==> src/rtl/uart_tx_buffer_pkg.sv <==
// Shared UART definitions: data width, register map offsets and status-bit layout
// used by the TX buffer and the register bank that reads its status.
package uart_tx_buffer_pkg;

  localparam int UART_DATA_W = 8;

  localparam logic [7:0] REG_TX_DATA = 8'h00;
  localparam logic [7:0] REG_RX_DATA = 8'h04;
  localparam logic [7:0] REG_STATUS  = 8'h08;
  localparam logic [7:0] REG_CONTROL = 8'h0C;

  localparam int STAT_EMPTY_BIT = 0;
  localparam int STAT_FULL_BIT  = 1;
  localparam int STAT_AF_BIT    = 2;
  localparam int STAT_OVF_BIT   = 3;

  // Field order matches the status-bit positions above (empty at bit 0).
  typedef struct packed {
    logic overflow;
    logic almost_full;
    logic full;
    logic empty;
  } tx_status_t;

  function automatic tx_status_t make_status(input logic is_empty, input logic is_full,
                                             input logic is_af, input logic is_ovf);
    tx_status_t s;
    s.empty       = is_empty;
    s.full        = is_full;
    s.almost_full = is_af;
    s.overflow    = is_ovf;
    return s;
  endfunction

endpackage

==> src/rtl/uart_tx_buffer.sv <==
// Byte FIFO between the UART TX data register and the serializer: valid/ready
// output handshake, registered fill level, sticky overflow and a handshake counter.
module uart_tx_buffer
  import uart_tx_buffer_pkg::*;
#(
  parameter int DEPTH    = 16,
  parameter int AF_LEVEL = 12
) (
  input  logic                     clk_in,
  input  logic                     rst_n,
  input  logic                     wr_valid,
  input  logic [UART_DATA_W-1:0]   wr_data,
  output logic                     wr_ready,
  input  logic                     flush,
  input  logic                     clear_ovf,
  output logic [UART_DATA_W-1:0]   tx_data,
  output logic                     tx_data_valid,
  input  logic                     tx_data_ready,
  output logic [$clog2(DEPTH):0]   level,
  output logic                     empty,
  output logic                     full,
  output logic                     almost_full,
  output logic                     overflow,
  output logic [15:0]              tx_count
);

  localparam int PW = $clog2(DEPTH);
  localparam int LW = PW + 1;
  localparam logic [LW-1:0] DEPTH_L = LW'(DEPTH);
  localparam logic [LW-1:0] AF_L    = LW'(AF_LEVEL);

  logic [UART_DATA_W-1:0] mem_r [DEPTH];
  logic [PW-1:0]          wr_ptr_r;
  logic [PW-1:0]          rd_ptr_r;
  logic [LW-1:0]          level_r;
  logic [LW-1:0]          level_nxt_s;
  logic [15:0]            tx_count_r;
  logic                   overflow_r;
  logic                   overflow_nxt_s;
  logic                   full_s;
  logic                   valid_s;
  logic                   push_s;
  logic                   pop_s;
  logic                   ovf_set_s;
  tx_status_t             status_s;

  // Handshake qualification; flush suppresses both sides and any overflow event.
  always_comb begin
    full_s    = (level_r == DEPTH_L);
    valid_s   = (level_r != {LW{1'b0}});
    push_s    = wr_valid && !full_s && !flush;
    pop_s     = valid_s && tx_data_ready && !flush;
    ovf_set_s = wr_valid && full_s && !flush;
  end

  // Next fill level and next sticky overflow value.
  always_comb begin
    level_nxt_s    = level_r;
    overflow_nxt_s = overflow_r;
    if (flush) begin
      level_nxt_s = {LW{1'b0}};
    end else if (push_s && !pop_s) begin
      level_nxt_s = level_r + LW'(1);
    end else if (pop_s && !push_s) begin
      level_nxt_s = level_r - LW'(1);
    end else begin
      level_nxt_s = level_r;
    end
    if (ovf_set_s) begin
      overflow_nxt_s = 1'b1;
    end else if (clear_ovf) begin
      overflow_nxt_s = 1'b0;
    end else begin
      overflow_nxt_s = overflow_r;
    end
  end

  // Storage array; contents are don't-care until written, so no reset.
  always_ff @(posedge clk_in) begin
    if (push_s) begin
      mem_r[wr_ptr_r] <= wr_data;
    end
  end

  // Pointers, level, overflow flag and handshake counter.
  always_ff @(posedge clk_in or negedge rst_n) begin
    if (!rst_n) begin
      wr_ptr_r   <= {PW{1'b0}};
      rd_ptr_r   <= {PW{1'b0}};
      level_r    <= {LW{1'b0}};
      overflow_r <= 1'b0;
      tx_count_r <= 16'h0000;
    end else begin
      level_r    <= level_nxt_s;
      overflow_r <= overflow_nxt_s;
      if (flush) begin
        wr_ptr_r <= {PW{1'b0}};
        rd_ptr_r <= {PW{1'b0}};
      end else begin
        if (push_s) begin
          wr_ptr_r <= wr_ptr_r + PW'(1);
        end
        if (pop_s) begin
          rd_ptr_r   <= rd_ptr_r + PW'(1);
          tx_count_r <= tx_count_r + 16'd1;
        end
      end
    end
  end

  assign status_s = make_status(!valid_s, full_s, (level_r >= AF_L), overflow_r);

  assign tx_data       = valid_s ? mem_r[rd_ptr_r] : {UART_DATA_W{1'b0}};
  assign tx_data_valid = valid_s;
  assign wr_ready      = !status_s.full;
  assign level         = level_r;
  assign empty         = status_s.empty;
  assign full          = status_s.full;
  assign almost_full   = status_s.almost_full;
  assign overflow      = status_s.overflow;
  assign tx_count      = tx_count_r;

endmodule

==> config.mk <==
export PLATFORM = sky130hd
export DESIGN_NAME = uart_tx_buffer
export DESIGN_NICKNAME = d
export VERILOG_FILES = /design/src/rtl/uart_tx_buffer_pkg.sv /design/src/rtl/uart_tx_buffer.sv
export SDC_FILE = /design/constraint.sdc
export NUM_CORES = 1
export LEC_CHECK = 0
export BUFFER_PORTS_ARGS = -buffer_cell sky130_fd_sc_hd__buf_2
export CORE_AREA = 5 5 136 138
export DETAILED_ROUTE_END_ITERATION = 16
export DIE_AREA = 0 0 141 143
export PLACE_DENSITY_LB_ADDON = 0.1
export SYNTH_ARGS = -nofsm -noshare
export SYNTH_HDL_FRONTEND = slang
export SYNTH_SLANG_ARGS = --single-unit
==> constraint.sdc <==
create_clock -name clk_in -period 5.2 [get_ports clk_in]
set_clock_uncertainty 0.05 [all_clocks]
set_input_delay 0.78 -clock clk_in [delete_from_list [all_inputs] [get_ports clk_in]]
set_output_delay 0.78 -clock clk_in [all_outputs]
set_load 0.02 [all_outputs]
==> results of run 1 <==
-- sequential cells by signal (all words and copies together), names as in the netlist --
signal / flops
wr_ptr_r: 4
tx_count: 16
mem_r: 128
overflow: 1
rd_ptr_r: 4
level: 5
-- cell usage after synthesis (3+ instances only) --
library cell | count | area share [%]
edfxtp_1 | 128 | 57
mux4_2 | 32 | 11
dfrtp_1 | 30 | 11
mux2i_1 | 19 | 2.8
and2_1 | 16 | 1.5
nor2_1 | 16 | 0.90
inv_1 | 12 | 0.67
xnor2_1 | 12 | 1.6
nand2_1 | 11 | 0.62
ha_1 | 10 | 1.9
xor2_1 | 10 | 1.3
nand3_1 | 9 | 0.67
o22ai_1 | 9 | 0.84
buf_2 | 7 | 0.52
a21oi_1 | 5 | 0.37
mux2_2 | 4 | 0.67
a211oi_1 | 3 | 0.34
clkbuf_1 | 3 | 0.17
nand4_1 | 3 | 0.28
-- area by class of cell --
type | count | area [sq um] | share of cell area [%]
inverter | 12 | 45.0 | 0.582
timing repair buffer | 50 | 255 | 3.30
clock buffer | 18 | 429 | 5.54
multi-input combinational | 192 | 1970 | 25.5
tap | 225 | 282 | 3.64
clock inverter | 14 | 165 | 2.13
sequential | 158 | 4600 | 59.3
-- worst register-to-register path, delay by kind of cell, from the launching register on --
family | cells | cell delay [ps]
flops | 1 | 500
fa+ha+maj | 1 | 380
simple gates | 2 | 990
compound gates | 5 | 1270
-- routing by layer --
metal	routed length [um]	track usage [%]	vias to the layer above
li1	-	-	1593
met1	6460	20.3	1756
met2	6900	24.3	79
met3	576	4.69	8
met4	122	3.82	0
met5	0	0	-
-- power by group through the flow --
| stage | Sequential (mW) | Clock [mW] | Combinational, mW |
|---|---|---|---|
| 2_1_floorplan | 1.55 | 0 | 0.596 |
| 3_3_place_gp | 1.58 | 0 | 0.802 |
| 3_5_place_dp | 1.58 | 0 | 0.808 |
| 4_1_cts | 1.56 | 1.28 | 0.809 |
| 5_1_grt | 1.57 | 1.35 | 0.868 |
| 6_report | 1.55 | 1.25 | 0.797 |
-- cells by family after synthesis --
kind of cell	Yosys count	share of synthesized area, %
compound gates	32	4.00
xor+xnor	22	2.88
fa+ha+maj	11	2.17
buf+inv	28	2.00
flops	158	68.6
mux	55	14.3
simple gates	72	6.13
-- through the flow --
| stage | hold WS, ps | cell area, sq um | worst slack, ps | std cells | util (%) |
|---|---|---|---|---|---|
| 5_1_grt | 398 | 7740 | 1340 | 669 | 45.4 |
| 3_3_place_gp | 403 | 7150 | 1930 | 637 | 41.9 |
| 3_5_place_dp | 401 | 7150 | 1950 | 637 | 41.9 |
| 6_report | 349 | 7740 | 1620 | 669 | 45.4 |
| 2_1_floorplan | 434 | 6700 | 2350 | 378 | - |
| 4_1_cts | 357 | 7740 | 1500 | 669 | 45.4 |
-- placed cells by master, fill, tap and decap left out, drive strengths merged, types with 3 or more instances in the layout --
cell type / Yosys / final
a211oi: 4 / 4
mux2: 4 / 4
o22ai: 9 / 9
bufinv: 0 / 3
xnor2: 12 / 12
xor2: 10 / 10
inv: 12 / 15
nand2: 11 / 11
clkinv: 0 / 5
and2: 16 / 16
ha: 10 / 10
clkbuf: 6 / 18
buf: 10 / 50
mux4: 32 / 32
edfxtp: 128 / 128
nor2: 16 / 16
a21oi: 6 / 6
dfrtp: 30 / 30
nand4: 3 / 3
mux2i: 19 / 19
nand3: 10 / 10
clkinvlp: 0 / 3
-- final timing paths --
path                              start           end  cells past startpoint
max reg2reg                    level[0]      level[4]                      8
min                               rst_n  tx_count[14]                      1
min in group clk_in        tx_count[15]  tx_count[15]                      1
max in group asynchronous         rst_n   rd_ptr_r[0]                      1
max                         rd_ptr_r[0]    tx_data[4]                      5
min reg2reg                tx_count[15]  tx_count[15]                      1
==> flow_summary.toml, run 1 <==
[synth]
ys.flop_type = "edfxtp_1"
number_of_storage_elements_in_the_synthesis_netlist = 158
synth_cells = 378
yosys_warnings = 0
netlist_area_sq_um = 6700
edff_count_synth = 128
post_synth_num_cell_types = 48
synth_seq_area_share_pct = 68.6
syn_area_cell_sq_um = 17.7
asyncSetResetFlopFracSynth_pct = 19.0
synth_fp_nets = 403

[final_layout]
antenna-diode-count = 0
synthToLayoutAreaGrowth_pct = 15.6
layout.nets = 456
fillerInstances = 1514
fraction_of_final_layout_cells_sized_beyond_drive_strength_1_pct = 28.2

[setup_path]
worstSetupEndpointType = "primary output"
regToRegSetupSlack_ps = 1920
cp_cell_instances = "buf_4, mux4_2, mux2i_1, o22ai_1, buf_2"
timing.setup.critical_path_class = "flip-flop to primary output"
timing.critical_path.max_delay_family = "flip-flops"
critical_path.n_buffers_inverters = 2
crit_path_max_incr_delay_ps = 930
slowest_stage = "dfrtp_2"
startpoint_type = "flip-flop"
cp_max_fo = 25
critPathRequiredTime_ps = 4370
critPathArrivalTime_ps = 2750

[detailed_routing]
drc = 0
vias_per_cell = 5.14
initial_drt_markers = 158
detail_route.wl_per_cell_um = 21.0
routed_wirelength_um = 14100
overall_via_count_from_detail_route = 3436
postRouteAntennaNets = 0
drt_pre_antenna_iters = 4

[sta]
setup_viol = 0
final_min_period_over_clock_period_pct = 68.8
finalHoldViolCount = 0
relSlewSlack_pct = 24.9
finalMaxSlewViolations = 0
fmax_mhz = 279
tightestPinTransition_ps = 1130
final.setup.tns_ps = 0
finalCriticalPeriod_ps = 3580
rsz0062_at_grt = "false"

[clock_tree]
cts-hold-fix-buffers = 0
post_cts_buffers = 0
cts_buffers = 17
cts-root-to-sink-buffers = 2
cts.repair.resized = 0
cts_root_buffer = "clkbuf_16"
cts_max_level = 4
clock_sinks = 158
tritoncts = "built"
clk-insertion-delay-late_ps = 420
clkSlewWorstSetupHoldPaths_ps = 60

[power]
finalPower_mw = 3.60
p_seq_share_pct = 43.0
clock_power_share_pct = 34.8
ir_worst_vdd_uv = 246
leakage_nw = 2.72
power-per-cell-area_nw_per_um2 = 465
comb_power_share_pct = 22.1
swShare_pct = 29.8
power_report.internal_total_mw = 2.53
p_sw_mw = 1.07

[placement]
buffer_ports.inserted = 48
globalplace.congestion = 0.756
place.detailed.hpwl_um = 9000

[min_path]
timing.hold.worst.class = "input pin to async pin"

[floorplan]
coreArea_sq_um = 17100
placement_rows = 48
die_x_um = 141
initial_core_util_pct = 39.3
fp.dieH_um = 143
area_enclosed_by_the_die_boundary_sq_um = 20200
pin_count = 49

[run_status]
status = "complete, no violations"

[grt]
grt_first_pass_wirelength_um = 22400
grt_start_max_net_pins = 33
antenna_found_initial = 0
track_usage_pct = 15.1
grt_pass1_vias = 3737
grt_remaining_overflow = 0

[flow_run]
maxCapViolations = 0
Note: power is estimated with default switching activity, not from simulation.
==> run 2, diff against run 1 <==
==> constraint.sdc (replaced) <==
create_clock -name clk_in -period 3.25 [get_ports clk_in]
set_clock_uncertainty 0.05 [all_clocks]
set_input_delay 0.4875 -clock clk_in [delete_from_list [all_inputs] [get_ports clk_in]]
set_output_delay 0.4875 -clock clk_in [all_outputs]
set_load 0.02 [all_outputs]
==> run 2 against run 1 <==
Against the previous run: hold slack worse by 290 ps; power grew 59%; flip-flop and latch count unchanged; die area is the same; clock power up 50%; global-route usage is 0.29 points lower; final area rose by 0.48%; critical path depth stayed put; register-to-register slack worse by 1600 ps.
==> flow_summary.toml, run 2 (synthesis gave the netlist of run 1 again) <==
[clock_tree]
cts_buffers = 17
tritoncts = "built"
cts_root_buffer = "clkbuf_16"
clkSlewWorstSetupHoldPaths_ps = 60
clock_sinks = 158
cts.repair.resized = 0
cts_max_level = 4
cts-root-to-sink-buffers = 2
cts-hold-fix-buffers = 0
clk-insertion-delay-late_ps = 420
post_cts_buffers = 0

[setup_path]
critPathRequiredTime_ps = 2710
crit_path_max_incr_delay_ps = 670
timing.critical_path.max_delay_family = "flip-flops"
cp_max_fo = 11
r2r.worst_path.cells = 8
crit-reg2reg-capture = "level[4]"
cp_cell_instances = "inv_1, nand2_1, nand2_1, o22ai_1, buf_2"
critical_path.reg2reg.startpoint = "level[1]"
slowest_stage = "dfrtp_1"
critical_path.most_common_cell = "nand2_1"
critical_path.n_buffers_inverters = 2
worst_setup_path_startpoint = "level[4]"
timing.setup.critical_path_class = "flip-flop to primary output"
regToRegSetupSlack_ps = 350
startpoint_type = "flip-flop"
worstSetupEndpointType = "primary output"
critPathArrivalTime_ps = 2450

[floorplan]
die_x_um = 141
initial_core_util_pct = 39.3
area_enclosed_by_the_die_boundary_sq_um = 20200
pin_count = 49
coreArea_sq_um = 17100
fp.dieH_um = 143
placement_rows = 48

[sta]
finalMaxSlewViolations = 0
final_min_period_over_clock_period_pct = 91.9
finalHoldViolCount = 0
holdWs_ps = 61.7
rsz0062_at_grt = "false"
setup_viol = 0
final.setup.tns_ps = 0
finalCriticalPeriod_ps = 2990
fmax_mhz = 335
relSlewSlack_pct = 53.9
tightestPinTransition_ps = 692

[grt]
track_usage_pct = 14.8
grt_start_max_net_pins = 33
antenna_found_initial = 0
grt_pass1_vias = 3699
grt_first_pass_wirelength_um = 22100
grt_remaining_overflow = 0

[power]
comb_power_share_pct = 24.6
power-per-cell-area_nw_per_um2 = 734
ir_worst_vdd_uv = 394
p_seq_share_pct = 42.5
swShare_pct = 29.9
p_sw_mw = 1.71
power_report.internal_total_mw = 4.01
leakage_nw = 2.75
clock_power_share_pct = 32.9

[final_layout]
most_used_cells_in_the_layout_excluding_fill_and_tap_cells = "edfxtp_1, buf_2, mux4_2"
synthToLayoutAreaGrowth_pct = 16.1
postLayoutCoreUtil_pct = 45.6
regMostFlops = "mem_r"
layout.nets = 463
fraction_of_final_layout_cells_sized_beyond_drive_strength_1_pct = 28.4
commonest_non_fill_non_tap_cell_in_the_layout = "edfxtp_1"
design_area_sq_um = 7780
max_reg_flops = 128
antenna-diode-count = 0

[detailed_routing]
routed_wirelength_um = 13900
drc = 0
drt_pre_antenna_iters = 7
overall_via_count_from_detail_route = 3485
postRouteAntennaNets = 0
vias_per_cell = 5.16
detail_route.wl_per_cell_um = 20.5
initial_drt_markers = 203

[run_status]
status = "complete, no violations"

[placement]
globalplace.congestion = 0.771
place.detailed.hpwl_um = 9150
buffer_ports.inserted = 48
cell_area_after_placement_sq_um = 7230

[min_path]
timing.hold.worst.class = "input pin to async pin"

[flow_run]
maxCapViolations = 0
run 2: cell count changes in the layout (fill, tap and decap cells not counted):
cell and change:
buf_4 +5, clkinv_1 +4, buf_12 +2, inv_6 -2, bufinv_16 -1, clkinvlp_4 -1
run 2: worst max-delay path by stage:
stage	endpoint	slack, ps	cells past startpoint
after detailed placement	level[4]	340	9
after floorplan	level[4]	400	9
after global routing	tx_data[3]	80	5
final	tx_data[3]	260	5
after global placement	level[4]	450	9
after CTS	tx_data[3]	210	5
run 2: metrics by stage:
step / power, mW / std cells / setup WS, ps
floorplan: 3.44 / 378 / 396
global route: 6.03 / 676 / 81.0
detailed placement: 3.91 / 644 / 337
finish: 5.71 / 676 / 262
CTS: 5.79 / 676 / 214
global placement: 3.89 / 644 / 453
run 2: area by class of cell:
class | count | area, sq um
clock buffers | 18 | 429
clock inverters | 14 | 125
fillers | 1535 | 9280
inverters | 12 | 45.0
multi-input cells | 192 | 1970
flip-flops and latches | 158 | 4600
well taps | 225 | 282
repair buffers | 57 | 333
run 2: power groups by stage:
| stage | sequential [mW] | clock (mW) | combinational [mW] |
|---|---|---|---|
| after floorplan | 2.48 | 0 | 0.953 |
| after global placement | 2.47 | 0 | 1.43 |
| after detailed placement | 2.47 | 0 | 1.43 |
| after CTS | 2.43 | 1.92 | 1.44 |
| after global routing | 2.45 | 2.03 | 1.55 |
| final | 2.43 | 1.88 | 1.41 |
run 2: per-layer routing:
metal  routed length, um  vias up  part of all wire (%)  track usage, %
li1                    -     1607                     -               -
met1                6370     1777                    46            20.1
met2                6670       81                    48            23.6
met3                 538       20                   3.9            3.35
met4                 277        0                   2.0            5.51
met5                   0        -                     0               0
==> run 3, diff against run 2 <==
--- a/config.mk
+++ b/config.mk
@@ -9,7 +9,8 @@
 export CORE_AREA = 5 5 136 138
 export DETAILED_ROUTE_END_ITERATION = 16
 export DIE_AREA = 0 0 141 143
-export PLACE_DENSITY_LB_ADDON = 0.1
+export MAX_ROUTING_LAYER = met4
+export PLACE_DENSITY = 0.68
 export SYNTH_ARGS = -nofsm -noshare
 export SYNTH_HDL_FRONTEND = slang
 export SYNTH_SLANG_ARGS = --single-unit
==> constraint.sdc (replaced) <==
create_clock -name clk_in -period 3.4 [get_ports clk_in]
set_clock_uncertainty 0.05 [all_clocks]
set_input_delay 0.51 -clock clk_in [delete_from_list [all_inputs] [get_ports clk_in]]
set_output_delay 0.51 -clock clk_in [all_outputs]
set_load 0.02 [all_outputs]
==> run 3 against run 2 <==
Against the previous run: hold slack improved by 17 ps; highest routed layer unchanged; largest cell class unchanged; power fell by 6.4%; sequential share of layout area rose by 0.44 points; first-iteration DRC count rose by 0.99%; routed wire length fell by 6.1%; final area fell by 0.74%; global-route usage fell by 0.96 points.
==> flow_summary.toml, run 3 (synthesis gave the netlist of run 1 again) <==
[clock_tree]
cts_max_level = 4
clkSlewWorstSetupHoldPaths_ps = 60
post_cts_buffers = 0
cts.repair.resized = 0
cts_buffers = 17
clk-insertion-delay-late_ps = 410
clock_sinks = 158
cts_root_buffer = "clkbuf_16"
cts-root-to-sink-buffers = 2
cts-hold-fix-buffers = 0
tritoncts = "built"

[floorplan]
area_enclosed_by_the_die_boundary_sq_um = 20200
initial_core_util_pct = 39.3
coreArea_sq_um = 17100
fp.dieH_um = 143
placement_rows = 48
pin_count = 49
die_x_um = 141

[final_layout]
fillerInstances = 1472
fraction_of_final_layout_cells_sized_beyond_drive_strength_1_pct = 28.4
regMostFlops = "mem_r"
synthToLayoutAreaGrowth_pct = 15.3
antenna-diode-count = 0
most_used_cells_in_the_layout_excluding_fill_and_tap_cells = "edfxtp_1, buf_2, mux4_2"
max_reg_flops = 128
design_area_sq_um = 7720
commonest_non_fill_non_tap_cell_in_the_layout = "edfxtp_1"
layout.nets = 460

[detailed_routing]
routed_wirelength_um = 13000
detail_route.wl_per_cell_um = 19.3
drc = 0
overall_via_count_from_detail_route = 3533
postRouteAntennaNets = 0
drt_pre_antenna_iters = 4
initial_drt_markers = 205
vias_per_cell = 5.26

[setup_path]
worstSetupEndpointType = "primary output"
startpoint_type = "flip-flop"
regToRegSetupSlack_ps = 530
timing.setup.critical_path_class = "flip-flop to primary output"
cp_max_fo = 11
critPathRequiredTime_ps = 2840
critPathArrivalTime_ps = 2450

[power]
comb_power_share_pct = 24.2
power_report.internal_total_mw = 3.74
p_sw_mw = 1.61
power-per-cell-area_nw_per_um2 = 692
swShare_pct = 30.0
finalPower_mw = 5.35
leakage_nw = 2.72
p_seq_share_pct = 43.7
clock_power_share_pct = 32.0
ir_worst_vdd_uv = 454

[sta]
rsz0062_at_grt = "false"
tightestPinTransition_ps = 995
setup_viol = 0
final_min_period_over_clock_period_pct = 88.7
post-route-worst-setup-slack_ps = 386
finalMaxSlewViolations = 0
final.setup.tns_ps = 0
fmax_mhz = 332
finalCriticalPeriod_ps = 3010
finalHoldViolCount = 0
relSlewSlack_pct = 33.7

[flow_run]
maxCapViolations = 0

[grt]
grt_start_max_net_pins = 36
antenna_found_initial = 0
track_usage_pct = 13.9
grt_remaining_overflow = 0
grt_pass1_vias = 3701
grt_first_pass_wirelength_um = 20500

[run_status]
status = "complete, no violations"

[placement]
buffer_ports.inserted = 48
preCtsSetupSlack_ps = 507
place.detailed.hpwl_um = 8760
globalplace.congestion = 0.800
cell_area_after_placement_sq_um = 7190

[min_path]
timing.hold.worst.class = "input pin to async pin"
run 3: metal layers:
metal	up-vias	routed length, um	GRT usage (%)
met2	110	6430	22.0
met3	9	665	3.38
met4	0	108	4.13
met1	1820	5790	17.9
li1	1594	-	-
met5	-	0	-
run 3: worst max-delay path, stage by stage (launching register included):
cell and delay, ps:
dfrtp_1 660, inv_1 270, nand2_1 270, nand2_1 300, o22ai_1 320, buf_2 220
run 3: area by class of cell:
cell class	count	area (sq um)	area share (%)
Sequential cell	158	4600	59.5
Multi-Input combinational cell	192	1970	25.5
Clock buffer	19	433	5.61
Timing Repair Buffer	54	298	3.86
Tap cell	225	282	3.64
Clock inverter	12	98.8	1.28
Inverter	12	45.0	0.583
run 3: worst paths after layout:
path / from / to / cells past startpoint
max in group asynchronous: rst_n / rd_ptr_r[0] / 1
max reg2reg: level[0] / level[4] / 8
min: rst_n / tx_count[1] / 1
min reg2reg: tx_count[15] / tx_count[15] / 1
min in group clk_in: clear_ovf / overflow / 2
max: level[4] / tx_data[3] / 5
run 3: stage by stage:
| step | hold slack, ps | instances | util (%) |
|---|---|---|---|
| global route | 128 | 672 | 45.3 |
| finish | 79.1 | 672 | 45.3 |
| floorplan | 164 | 378 | - |
| detailed placement | 426 | 641 | 42.2 |
| global placement | 417 | 641 | 42.2 |
| CTS | 86.0 | 672 | 45.3 |
run 3: power groups by stage:
stage,Clock (mW),Sequential [mW],Combinational (mW)
3_5_place_dp,0,2.38,1.31
5_1_grt,1.83,2.36,1.41
4_1_cts,1.75,2.34,1.32
6_report,1.71,2.34,1.30
2_1_floorplan,0,2.37,0.911
3_3_place_gp,0,2.37,1.29
